**config.mk**
```make
export PLATFORM = sky130hd
export DESIGN_NAME = difftest_clk_step_ctrl_flat
export DESIGN_NICKNAME = d
export VERILOG_FILES = /design/src/rtl/difftest_clk_step_ctrl_if.sv /design/src/rtl/difftest_clk_step_ctrl.sv /design/src/flat_wrapper.sv
export SDC_FILE = /design/constraint.sdc
export NUM_CORES = 1
export LEC_CHECK = 0
export CAP_MARGIN = 20
export CORE_MARGIN = 2
export CORE_UTILIZATION = 46
export CTS_BUF_LIST = sky130_fd_sc_hd__clkbuf_4 sky130_fd_sc_hd__clkbuf_8
export DETAILED_ROUTE_END_ITERATION = 6
export GPL_TIMING_DRIVEN = 0
export PLACE_DENSITY = 0.76
export RECOVER_POWER = 100
export SYNTH_ARGS = -nofsm -noshare
export SYNTH_HDL_FRONTEND = slang
export SYNTH_SLANG_ARGS = --single-unit
```
**constraint.sdc**
```tcl
create_clock -name clock -period 2.4 [get_ports clock]
set_input_delay 0.72 -clock clock [delete_from_list [all_inputs] [get_ports clock]]
set_output_delay 0.72 -clock clock [all_outputs]
set_load 0.01 [all_outputs]
```
**src/rtl/difftest_clk_step_ctrl_if.sv**
```systemverilog
// Host-side command channel for the difftest clock step controller.
// The host drives the master side and the controller consumes commands on the slave side.
interface difftest_clk_step_ctrl_if #(
  parameter int CNT_W = 32
) ();
  logic             cmd_valid;
  logic             cmd_ready;
  logic [1:0]       cmd_op;
  logic [CNT_W-1:0] cmd_cycles;

  modport master (
    output cmd_valid,
    output cmd_op,
    output cmd_cycles,
    input  cmd_ready
  );

  modport slave (
    input  cmd_valid,
    input  cmd_op,
    input  cmd_cycles,
    output cmd_ready
  );
endinterface

```
**src/rtl/difftest_clk_step_ctrl.sv**
```systemverilog
// Produces the registered data_next clock enable that gates the SoC, device and timer clocks.
// Handles host run/step/stop commands, buffer backpressure (HOLD) and trap freezes (HALT).
module difftest_clk_step_ctrl #(
  parameter int CNT_W        = 32,
  parameter int RESUME_DELAY = 4,
  parameter int STALL_W      = 32
) (
  input  logic                   clock,
  input  logic                   reset,
  difftest_clk_step_ctrl_if.slave cmd,
  input  logic                   buf_almost_full,
  input  logic                   trap_i,
  output logic                   data_next,
  output logic [2:0]             state_o,
  output logic                   done,
  output logic                   cmd_err,
  output logic [63:0]            cycle_count,
  output logic [STALL_W-1:0]     stall_count
);

  typedef enum logic [2:0] {
    ST_IDLE = 3'd0,
    ST_STEP = 3'd1,
    ST_RUN  = 3'd2,
    ST_HOLD = 3'd3,
    ST_HALT = 3'd4
  } state_e;

  localparam logic [1:0] OP_STOP  = 2'd0;
  localparam logic [1:0] OP_STEP  = 2'd1;
  localparam logic [1:0] OP_RUN   = 2'd2;
  localparam logic [1:0] OP_CLEAR = 2'd3;

  localparam int                 RES_W     = $clog2(RESUME_DELAY + 1);
  localparam logic [RES_W-1:0]   RES_LIMIT = RES_W'(RESUME_DELAY);
  localparam logic [STALL_W-1:0] STALL_MAX = {STALL_W{1'b1}};

  state_e             state_q, state_d;
  state_e             saved_q, saved_d;
  logic [CNT_W-1:0]   remaining_q, remaining_d;
  logic [RES_W-1:0]   resume_q, resume_d;
  logic               data_next_q, data_next_d;
  logic               done_q, done_d;
  logic               cmd_err_q, cmd_err_d;
  logic [63:0]        cycle_count_q, cycle_count_d;
  logic [STALL_W-1:0] stall_count_q, stall_count_d;
  logic               active;

  // Priority chain: trap, then command, then STEP termination, then backpressure / resume.
  always_comb begin
    state_d       = state_q;
    saved_d       = saved_q;
    remaining_d   = remaining_q;
    resume_d      = resume_q;
    done_d        = 1'b0;
    cmd_err_d     = 1'b0;
    cycle_count_d = cycle_count_q + (data_next_q ? 64'd1 : 64'd0);
    stall_count_d = stall_count_q;
    active        = (state_q == ST_STEP) || (state_q == ST_RUN) || (state_q == ST_HOLD);

    if ((state_q == ST_HOLD) && (stall_count_q != STALL_MAX)) begin
      stall_count_d = stall_count_q + STALL_W'(1);
    end
    if (state_q == ST_STEP) begin
      remaining_d = remaining_q - CNT_W'(1);
    end

    if (trap_i && active) begin
      state_d = ST_HALT;
      done_d  = 1'b1;
    end else if (cmd.cmd_valid) begin
      case (cmd.cmd_op)
        OP_CLEAR: begin
          state_d       = ST_IDLE;
          remaining_d   = '0;
          resume_d      = '0;
          cycle_count_d = '0;
          stall_count_d = '0;
        end
        OP_STOP: begin
          if (active) begin
            state_d     = ST_IDLE;
            remaining_d = '0;
            done_d      = 1'b1;
          end else begin
            cmd_err_d = 1'b1;
          end
        end
        OP_STEP: begin
          if (state_q != ST_IDLE) begin
            cmd_err_d = 1'b1;
          end else if (cmd.cmd_cycles == '0) begin
            done_d = 1'b1;
          end else begin
            state_d     = ST_STEP;
            remaining_d = cmd.cmd_cycles;
          end
        end
        default: begin
          if (state_q == ST_IDLE) begin
            state_d = ST_RUN;
          end else begin
            cmd_err_d = 1'b1;
          end
        end
      endcase
    end else if ((state_q == ST_STEP) && (remaining_q == CNT_W'(1))) begin
      state_d     = ST_IDLE;
      remaining_d = '0;
      done_d      = 1'b1;
    end else if (data_next_q && buf_almost_full) begin
      state_d  = ST_HOLD;
      saved_d  = state_q;
      resume_d = '0;
    end else if (state_q == ST_HOLD) begin
      // Leave HOLD only once the low-streak counter has reached the limit.
      if (resume_q == RES_LIMIT) begin
        state_d  = saved_q;
        resume_d = '0;
      end else if (buf_almost_full) begin
        resume_d = '0;
      end else begin
        resume_d = resume_q + RES_W'(1);
      end
    end

    data_next_d = (state_d == ST_STEP) || (state_d == ST_RUN);
  end

  always_ff @(posedge clock) begin
    if (reset) begin
      state_q       <= ST_IDLE;
      saved_q       <= ST_IDLE;
      remaining_q   <= '0;
      resume_q      <= '0;
      data_next_q   <= 1'b0;
      done_q        <= 1'b0;
      cmd_err_q     <= 1'b0;
      cycle_count_q <= '0;
      stall_count_q <= '0;
    end else begin
      state_q       <= state_d;
      saved_q       <= saved_d;
      remaining_q   <= remaining_d;
      resume_q      <= resume_d;
      data_next_q   <= data_next_d;
      done_q        <= done_d;
      cmd_err_q     <= cmd_err_d;
      cycle_count_q <= cycle_count_d;
      stall_count_q <= stall_count_d;
    end
  end

  assign cmd.cmd_ready = 1'b1;
  assign data_next     = data_next_q;
  assign state_o       = state_q;
  assign done          = done_q;
  assign cmd_err       = cmd_err_q;
  assign cycle_count   = cycle_count_q;
  assign stall_count   = stall_count_q;

endmodule

```
**src/flat_wrapper.sv**
```systemverilog
// flat-port wrapper written by rule: the top's interface ports become plain ports
module difftest_clk_step_ctrl_flat 
#(
  parameter int CNT_W        = 32,
  parameter int RESUME_DELAY = 4,
  parameter int STALL_W      = 32
)
  (clock, reset, buf_almost_full, trap_i, data_next, state_o, done, cmd_err, cycle_count, stall_count, cmd_cmd_valid, cmd_cmd_op, cmd_cmd_cycles, cmd_cmd_ready);
  difftest_clk_step_ctrl_if #(.CNT_W(CNT_W)) cmd_i ();
  input  logic clock;
  input  logic reset;
  input  logic buf_almost_full;
  input  logic trap_i;
  output logic data_next;
  output logic [2:0] state_o;
  output logic done;
  output logic cmd_err;
  output logic [63:0] cycle_count;
  output logic [STALL_W-1:0] stall_count;
  input wire logic [$bits(cmd_i.cmd_valid)-1:0] cmd_cmd_valid;
  input wire logic [$bits(cmd_i.cmd_op)-1:0] cmd_cmd_op;
  input wire logic [$bits(cmd_i.cmd_cycles)-1:0] cmd_cmd_cycles;
  output wire logic [$bits(cmd_i.cmd_ready)-1:0] cmd_cmd_ready;
  assign cmd_i.cmd_valid = cmd_cmd_valid;
  assign cmd_i.cmd_op = cmd_cmd_op;
  assign cmd_i.cmd_cycles = cmd_cmd_cycles;
  assign cmd_cmd_ready = cmd_i.cmd_ready;
  difftest_clk_step_ctrl #(.CNT_W(CNT_W), .RESUME_DELAY(RESUME_DELAY), .STALL_W(STALL_W)) u_core (.clock(clock), .reset(reset), .cmd(cmd_i), .buf_almost_full(buf_almost_full), .trap_i(trap_i), .data_next(data_next), .state_o(state_o), .done(done), .cmd_err(cmd_err), .cycle_count(cycle_count), .stall_count(stall_count));
endmodule
```
==> Yosys cells after proc, flatten, opt, wreduce, memory -nomap -nowiden <==
Cells that the tools add are included.
{ "totals": {"ff_bits": 140, "inputBits": 39, "output_inout_bits": 103, "word_cells": 88} }
{ "classes": {"n_addsub": 4, "n_eq_ne": 12, "mux": 45, "bitwise_logic": 3, "n_reduce_logical": 15} }
{ "ops": {"columns": ["op", "n"], "rows": [
  ["$mux W32", 11],
  ["$mux W64", 3],
  ["$pmux W32 S3", 1],
  ["$add A64 B64 Y64", 1],
  ["$mux W3", 17],
  ["$add A32 B1 Y32 const B", 1],
  ["$eq A32 B1 Y1 const B", 1],
  ["$logic_not A32 Y1", 1],
  ["$ne A32 B32 Y1 const B", 1],
  ["$sub A32 B1 Y32 const B", 1],
  ["$mux W1", 10],
  ["$eq A3 B2 Y1 const B", 3],
  ["$pmux W3 S3", 1],
  ["$reduce_and A4 Y1", 2],
  ["$eq A3 B1 Y1 const B", 2],
  ["$reduce_bool A3 Y1", 2],
  ["$logic_and A1 B1 Y1", 4],
  ["$add A3 B1 Y3 const B", 1],
  ["$eq A3 B3 Y1 const B", 1],
  ["$logic_not A3 Y1", 1],
  ["$logic_or A1 B1 Y1", 3],
  ["$not A1 Y1", 3],
  ["$pmux W1 S3", 1],
  ["$reduce_or A3 Y1", 1],
  ["other kinds (6)", 6]
]} }

==> Depth between registers and ports, before layout <==
Gate-level depths: netlist of the first run.
{ "logic_depth": {"ltp_word": 9, "ltp_mapped": 9, "mapped_depth_nobuf": 8} }

==> Worst setup path after synthesis of the first run <==
OpenSTA, ideal clock, no wires.
{ "synth_path": {"kind": "register -> register", "start": "register u_core.data_next_q (netlist: u_core.data_next)", "end": "register u_core.cycle_count_q[57] (netlist: u_core.cycle_count[57])", "setup_time_ns": 0.070, "arrival_time_ns": 2.260, "t_required_ns": 2.330, "path_slack_ns": 0.070, "path_stages_with_launch": 7, "n_path_buf": 0, "period_less_slack_ns": 2.330, "cell_sequence": "dfxtp_1 ha_1 nand3_1 or3_4 or4_4 or4_1 a21oi_1"} }
{ "synth_via": {"elab_chain_cells": 5} }
{ "synth_lines": {"columns": ["element", "line_no", "rtl"], "rows": [
  ["start: declaration", "difftest_clk_step_ctrl.sv:42", "logic data_next_q, data_next_d;"],
  ["start signal: assignment", "difftest_clk_step_ctrl.sv:146", "data_next_q <= data_next_d;"],
  ["$mux W1 *", "difftest_clk_step_ctrl.sv:57", "cycle_count_d = cycle_count_q + (data_next_q ? 64'd1 : 64'd0);"],
  ["$add A64 B64 Y64 *", "difftest_clk_step_ctrl.sv:57", null],
  ["$mux W64", "difftest_clk_step_ctrl.sv:72", "case (cmd.cmd_op)"],
  ["$mux W64", "difftest_clk_step_ctrl.sv:71", "end else if (cmd.cmd_valid) begin"],
  ["$mux W64 *", "difftest_clk_step_ctrl.sv:68", "if (trap_i && active) begin"],
  ["end signal: assignment", "difftest_clk_step_ctrl.sv:149", "cycle_count_q <= cycle_count_d;"],
  ["end: declaration", "difftest_clk_step_ctrl.sv:45", "logic [63:0] cycle_count_q, cycle_count_d;"]
]} }
Mark *: on every way between the ends. The rest lies on a longest branch, timed or not.
A chain may end at the register's enable or synchronous reset.

==> Worst setup path after layout of the first run <==
{ "layout_path": {"start": "register u_core.state_q[0] (netlist: u_core.state_o[0])", "end": "register u_core.stall_count_q[31] (netlist: u_core.stall_count[31])"} }
{ "layout_via": {"elab_chain_cells": 6, "word_cells_on_any_way": 11, "cone_classes": "eq/ne: 3; mux: 4; reduce/logical: 4"} }
{ "layout_lines": {"columns": ["element", "line_no", "rtl"], "rows": [
  ["start: declaration", "difftest_clk_step_ctrl.sv:38", "state_e state_q, state_d;"],
  ["start signal: assignment", "difftest_clk_step_ctrl.sv:142", "state_q <= state_d;"],
  ["$eq A3 B2 Y1", "difftest_clk_step_ctrl.sv:59, difftest_clk_step_ctrl.sv:61", null],
  ["$logic_and A1 B1 Y1", "difftest_clk_step_ctrl.sv:61", "if ((state_q == ST_HOLD) && (stall_count_q != STALL_MAX)) begin"],
  ["$mux W32", "difftest_clk_step_ctrl.sv:61", null],
  ["$mux W32", "difftest_clk_step_ctrl.sv:72", null],
  ["$mux W32", "difftest_clk_step_ctrl.sv:71", null],
  ["$mux W32 *", "difftest_clk_step_ctrl.sv:68", null],
  ["end signal: assignment", "difftest_clk_step_ctrl.sv:150", "stall_count_q <= stall_count_d;"],
  ["end: declaration", "difftest_clk_step_ctrl.sv:46", "logic [STALL_W-1:0] stall_count_q, stall_count_d;"]
]} }
Marked as above.

==> impl_results.md, run 1 <==
- Multi-input combinational cell area: 4170 um2
- Post-route setup slack: 0.0134 ns
- Initial DRC count: 419
- Hold Crit Class: reg2reg
- Buffers added on ports: 139
- Critical Path AT: 2.78 ns
- Post-synth EDFFs: 0
- Initial Util: 0.466
- IO Pins: 142
- Kind of critical path: reg2reg
- Mean post-synth cell area: 8.38 um2
- Post-route cell area: 9550 um2
- Die width: 127 um
- H-tree depth: 4
- Cell taking the most area after synthesis: dfxtp_1
- #FFs+latches synth: 140
- Final nets: 1065
- FP Rows: 45
- Pre-CTS setup slack: -0.954 ns
- Total power: 0.00538 W
- Pre-antenna DRT Iters: 5
- P_leak: 3.35 nW
- Primary FF master, synth: dfxtp_1
- Final period utilization: 0.994
- Seq/Total Area, Yosys: 0.400
- F_max: 0.419 GHz
- Status: complete, no violations
- Ys async rst share: 0
- Startpoint types: flip-flop
- Worst VDD drop: 0.354 mV
- Routability Congestion: 0.830
- Vert. Die Dim: 127 um
- # fillers: 1271
- Worst-margin pin slew: 0.721 ns
- Dominant cells by area after synthesis: dfxtp_1 (40%), xor2_1 (8.1%), nor2_1 (6.8%), xnor2_1 (5.4%), nand2_1 (4.0%)
- GRT Util Overall: 0.225
- Layout cell share with drive strength beyond 1: 0.129
- Slew Limit Fails: 0
- P&R area growth vs syn: 36.3%
- Unrepaired setup endpoints after global routing: true
- Fin crit period: 2.39 ns
- Via/cell ratio: 5.59
- Synth Instances: 836
- Worst endpoint required time: 2.79 ns
- Avg WL per Cell: 15.2 um
- Synth top area share: 0.400
- Placed cell areas: 8630 um2
- Final WL: 18.5 mm
- ANT cells: 0
- First-pass GRT wire length: 29.8 mm
- Area of the core: 15000 um2
- Mapped Nets: 882
- CTS clk-pin slew, worst paths: 0.09 ns
- Number of routed nets with antenna violations: 0
- Total CTS buffers: 17
- Clk sink count: 140
- Clk_skew: 0.0156 ns
- Cell area power density: 564 nW/um2
- Endpoint class of the critical path: flip-flop
- Gr ovfl total: 0
- Max_cap viols: 0
- Vias in the first global route: 6218
- Yosys warns: 0
- Max clock buf depth: 2
- DRC: 0
- Slew margin rel.: 0.516
- Die Area: 16200 um2
- CTS tree: built
- Seq. cell area: 2810 um2
- CTS Root Cell: clkbuf_8
- Setup TNS: 0 ns
- # setup viols final: 0
- R2R setup slack: 0.01 ns
- Post-Syn Area: 7010 um2
- Detailed-placement wirelength estimate: 13.2 mm
- Via count: 6819
- Fin. Hold Viols: 0
- Largest net degree at the start of global routing: 17
- Initial antenna violation count: 0
- Synth cell types: 63
- Clk Latency, worst-skew pair: 0.45 ns
- Crit-path max FO: 8
## where the power goes
group | internal (W) | total (W) | switching [W]
Combinational | 0.000291 | 0.000655 | 0.000364
Sequential | 0.00237 | 0.00243 | 0.0000621
Clock | 0.00134 | 0.00229 | 0.000950
Total | 0.00401 | 0.00538 | 0.00138
## metal layers
metal  GRT usage  part of all wire  up-vias
li1            -                 -     3345
met1       0.291              0.44     3214
met2       0.374              0.48      225
met3      0.0423             0.055       35
met4      0.0821             0.022        0
met5           0                 0        -
## state kept, by name, indices dropped and copies added (netlist names)
| register | cells |
|---|---|
| u_core.stall_count | 32 |
| u_core.state_o | 3 |
| u_core.data_next | 1 |
| u_core.saved_q | 3 |
| u_core.done | 1 |
| u_core.remaining_q | 32 |
| u_core.resume_q | 3 |
| u_core.cmd_err | 1 |
| u_core.cycle_count | 64 |
## logic make-up after synthesis
kind of cell               share of synthesized area
AOI/OAI and AO/OA                             0.0912
xor gates and xnor gates                       0.135
adders and majority gates                     0.0125
buffers and inverters                         0.0327
DFF                                            0.400
muxes                                        0.00429
other                                       0.000535
and+or+nand+nor                                0.324
## Yosys cell counts (4+ instances only)
| master | n |
|---|---|
| nor4_1 | 22 |
| a211oi_1 | 4 |
| nor2b_1 | 5 |
| o31ai_1 | 9 |
| xor2_1 | 65 |
| nor3_1 | 24 |
| ha_1 | 7 |
| or4_1 | 9 |
| nor2_1 | 127 |
| nand4_1 | 42 |
| and3_1 | 18 |
| buf_4 | 4 |
| nand3_1 | 50 |
| o21ai_0 | 34 |
| inv_1 | 14 |
| dfxtp_1 | 140 |
| nand4b_1 | 4 |
| xnor2_1 | 43 |
| and2_1 | 7 |
| or3_1 | 12 |
| clkbuf_1 | 29 |
| a221oi_1 | 5 |
| a21oi_1 | 14 |
| and4_1 | 14 |
| nand2_1 | 75 |
## final cells by class
type                            instances  share of cell area
Multi-Input combinational cell        644               0.437
Sequential cell                       140               0.295
Timing Repair Buffer                  166               0.167
Clock inverter                         14              0.0253
Tap cell                              188              0.0246
Clock buffer                           17              0.0245
Buffer                                 36              0.0218
Inverter                               14             0.00550
## timing repair
action                     in CTS  in global routing
pin swaps                       6                  7
setup buffers                   5                 22
setup endpoints to repair     106                113
gates resized for setup        34                 35
hold buffers                    0                  0
## path summary, 6_finish.rpt
kind / cells past startpoint / start / endpoint
setup / recovery: 9 / u_core.state_o[0] / u_core.stall_count[31]
hold reg to reg: 2 / u_core.resume_q[1] / u_core.resume_q[1]
hold / removal: 2 / u_core.resume_q[1] / u_core.resume_q[1]
setup reg to reg: 9 / u_core.state_o[0] / u_core.stall_count[31]
## critical path, stage by stage (launching register included)
cell       delay [ns]
dfxtp_2          0.34
buf_6            0.12
and3b_1          0.18
buf_6            0.13
and4_1           0.20
buf_6            0.12
o2111ai_4        0.13
or4_4            0.58
or4_4            0.43
nand2_2          0.08
## through the flow
stage          utilization  instances  hold slack (ns)
2_1_floorplan            -        836            0.449
3_3_place_gp         0.574       1163            0.462
3_5_place_dp         0.574       1163            0.478
4_1_cts              0.617       1198            0.488
5_1_grt              0.635       1219            0.534
6_report             0.635       1219            0.478
## cells in the final DEF (no fill, tap or decap), drive strengths merged, types with 4 or more instances in the layout
master         netlist  layout
nand4               42      42
a221oi               5       5
inv                 14      16
nand4b               4       4
clkbuf              29      42
nor2               128     128
xnor2               43      43
and3                19      19
xor2                65      65
and4                14      14
clkdlybuf4s50        0     139
and2                 7       7
or4                 11      11
a21oi               14      14
bufinv               0       6
a211oi               4       4
ha                   7       7
o31ai               10      10
nand3               50      50
nor4                26      26
nand2               76      76
nor3                25      25
or3                 13      13
nor2b                5       5
dfxtp              140     140
o21ai               34      34
clkinv               0       5
buf                  9      38
Note: power is estimated with default switching activity, not from simulation.
==> run 2: changes to the inputs <==
--- a/config.mk
+++ b/config.mk
@@ -6,12 +6,12 @@
 export NUM_CORES = 1
 export LEC_CHECK = 0
 export CAP_MARGIN = 20
-export CORE_MARGIN = 2
-export CORE_UTILIZATION = 46
+export CORE_MARGIN = 5
+export CORE_UTILIZATION = 40
 export CTS_BUF_LIST = sky130_fd_sc_hd__clkbuf_4 sky130_fd_sc_hd__clkbuf_8
 export DETAILED_ROUTE_END_ITERATION = 6
 export GPL_TIMING_DRIVEN = 0
-export PLACE_DENSITY = 0.76
+export PLACE_DENSITY = 0.67
 export RECOVER_POWER = 100
 export SYNTH_ARGS = -nofsm -noshare
 export SYNTH_HDL_FRONTEND = slang
==> run 2 against run 1 <==
Effect of this change:
- clock skew is 0.0032 ns lower
- fmax is 1.7% higher
- routed wire length rose by 2.0%
- clock power fell by 14%
- hold slack better by 0.0034 ns
- sequential power about the same
- non-clock buffer count decreased by 13
- worst setup slack better by 0.040 ns
- critical path depth fell by 1
==> impl_results.md, run 2 (same netlist as run 1, synthesis figures left out) <==
- Gr ovfl total: 0
- Cells on worst reg2reg path: 5
- Kind of critical path: in2reg
- CTS Root Cell: clkbuf_8
- Vert. Die Dim: 142 um
- Hold Crit Class: reg2reg
- Critical Path AT: 2.69 ns
- Fin crit period: 2.35 ns
- Status: complete, no violations
- Initial antenna violation count: 0
- Layout cell share with drive strength beyond 1: 0.125
- IO Pins: 142
- F_max: 0.426 GHz
- Die Area: 20300 um2
- Die width: 142 um
- Commonest cells after routing, fill and taps aside: clkdlybuf4s50_1 (139), dfxtp_1 (133), nor2_1 (125)
- Fin. Hold Viols: 0
- Commonest non-fill, non-tap cell in the layout: clkdlybuf4s50_1
- ANT cells: 0
- Initial Util: 0.407
- P_leak: 3.25 nW
- H-tree depth: 4
- Total CTS buffers: 17
- Worst VDD drop: 0.320 mV
- P&R area growth vs syn: 35.3%
- Avg WL per Cell: 15.2 um
- Endpoint class of the critical path: flip-flop
- Multi-input combinational cell area: 4200 um2
- Number of flip-flops in the largest register: 64
- Buffers added on ports: 139
- Max_cap viols: 0
- Cell area power density: 533 nW/um2
- First-pass GRT wire length: 31.0 mm
- Startpoint types: primary input
- Final nets: 1052
- Final period utilization: 0.978
- Worst endpoint required time: 2.74 ns
- Via/cell ratio: 5.28
- Area of the core: 17200 um2
- Final WL: 18.9 mm
- Largest net degree at the start of global routing: 17
- Inst Count DP: 1200
- # fillers: 1611
- Seq. cell area: 2810 um2
- Max clock buf depth: 2
- Slew margin rel.: 0.525
- Slew Limit Fails: 0
- Vias in the first global route: 6144
- Worst-margin pin slew: 0.706 ns
- Pre-antenna DRT Iters: 4
- Fin cells: 1244
- Crit-path max FO: 5
- Total power: 0.00506 W
- Number of routed nets with antenna violations: 0
- DRC: 0
- Detailed-placement wirelength estimate: 13.9 mm
- FP Rows: 48
- GRT Util Overall: 0.186
- Clk Latency, worst-skew pair: 0.45 ns
- Initial DRC count: 342
- Clk_skew: 0.0124 ns
- Via count: 6568
- Routability Congestion: 0.866
- Clk sink count: 140
- # setup viols final: 0
- Hold Path Depth: 2
- CTS tree: built
- CTS clk-pin slew, worst paths: 0.08 ns
[run 2: final cells by class]
| class | instances | share of cell area |
|---|---|---|
| multi-input combinational | 644 | 0.442 |
| sequential | 140 | 0.297 |
| timing repair buffer | 155 | 0.159 |
| tap | 225 | 0.0297 |
| clock buffer | 19 | 0.0276 |
| buffer | 34 | 0.0224 |
| clock inverter | 13 | 0.0164 |
| inverter | 14 | 0.00554 |
[run 2: timing repair]
action / CTS / global route
endpoints found under the hold margin: 0 / 0
pin swaps: 7 / 10
hold buffers: 0 / 0
resized for setup: 31 / 49
setup buffers: 6 / 10
endpoints found under the setup margin: 119 / 114
[run 2: power by group]
part	switching [W]	internal, W
Sequential	0.0000598	0.00237
Clock	0.000981	0.00100
Combinational	0.000359	0.000281
[run 2: worst max-delay path: stages]
cell             delay (ns)
clkdlybuf4s50_1        0.47
nor4_2                 0.36
nand4_1                0.22
nor2_4                 0.19
o311a_4                0.25
nor3_4                 0.04
buf_4                  0.18
a221oi_1               0.25
[run 2: path summary, 6_finish.rpt]
check                         startpoint                      to  slack (ns)
setup / recovery      cmd_cmd_cycles[27]  u_core.remaining_q[28]        0.05
hold / removal        u_core.resume_q[1]      u_core.resume_q[1]        0.48
setup reg to reg  u_core.cycle_count[27]  u_core.cycle_count[57]        0.08
hold reg to reg       u_core.resume_q[1]      u_core.resume_q[1]        0.48
[run 2: per-stage QoR]
step                      hold slack (ns)  utilization  setup TNS [ns]  worst slack [ns]  instance area [um2]
after floorplan                     0.449            -               0            0.0699                 7010
after global placement              0.461        0.504         -101.72             -1.01                 8680
after detailed placement            0.470        0.504         -101.55            -0.995                 8680
after CTS                           0.482        0.537               0           0.00711                 9250
after global routing                0.514        0.550         -0.0855           -0.0204                 9480
final                               0.482        0.550               0            0.0530                 9480
[run 2: per-layer routing]
layer	vias up	wire length (um)	track usage
li1	3319	-	-
met3	16	906	0.0313
met2	159	9030	0.306
met4	0	213	0.0535
met5	-	0	0
met1	3074	8710	0.251
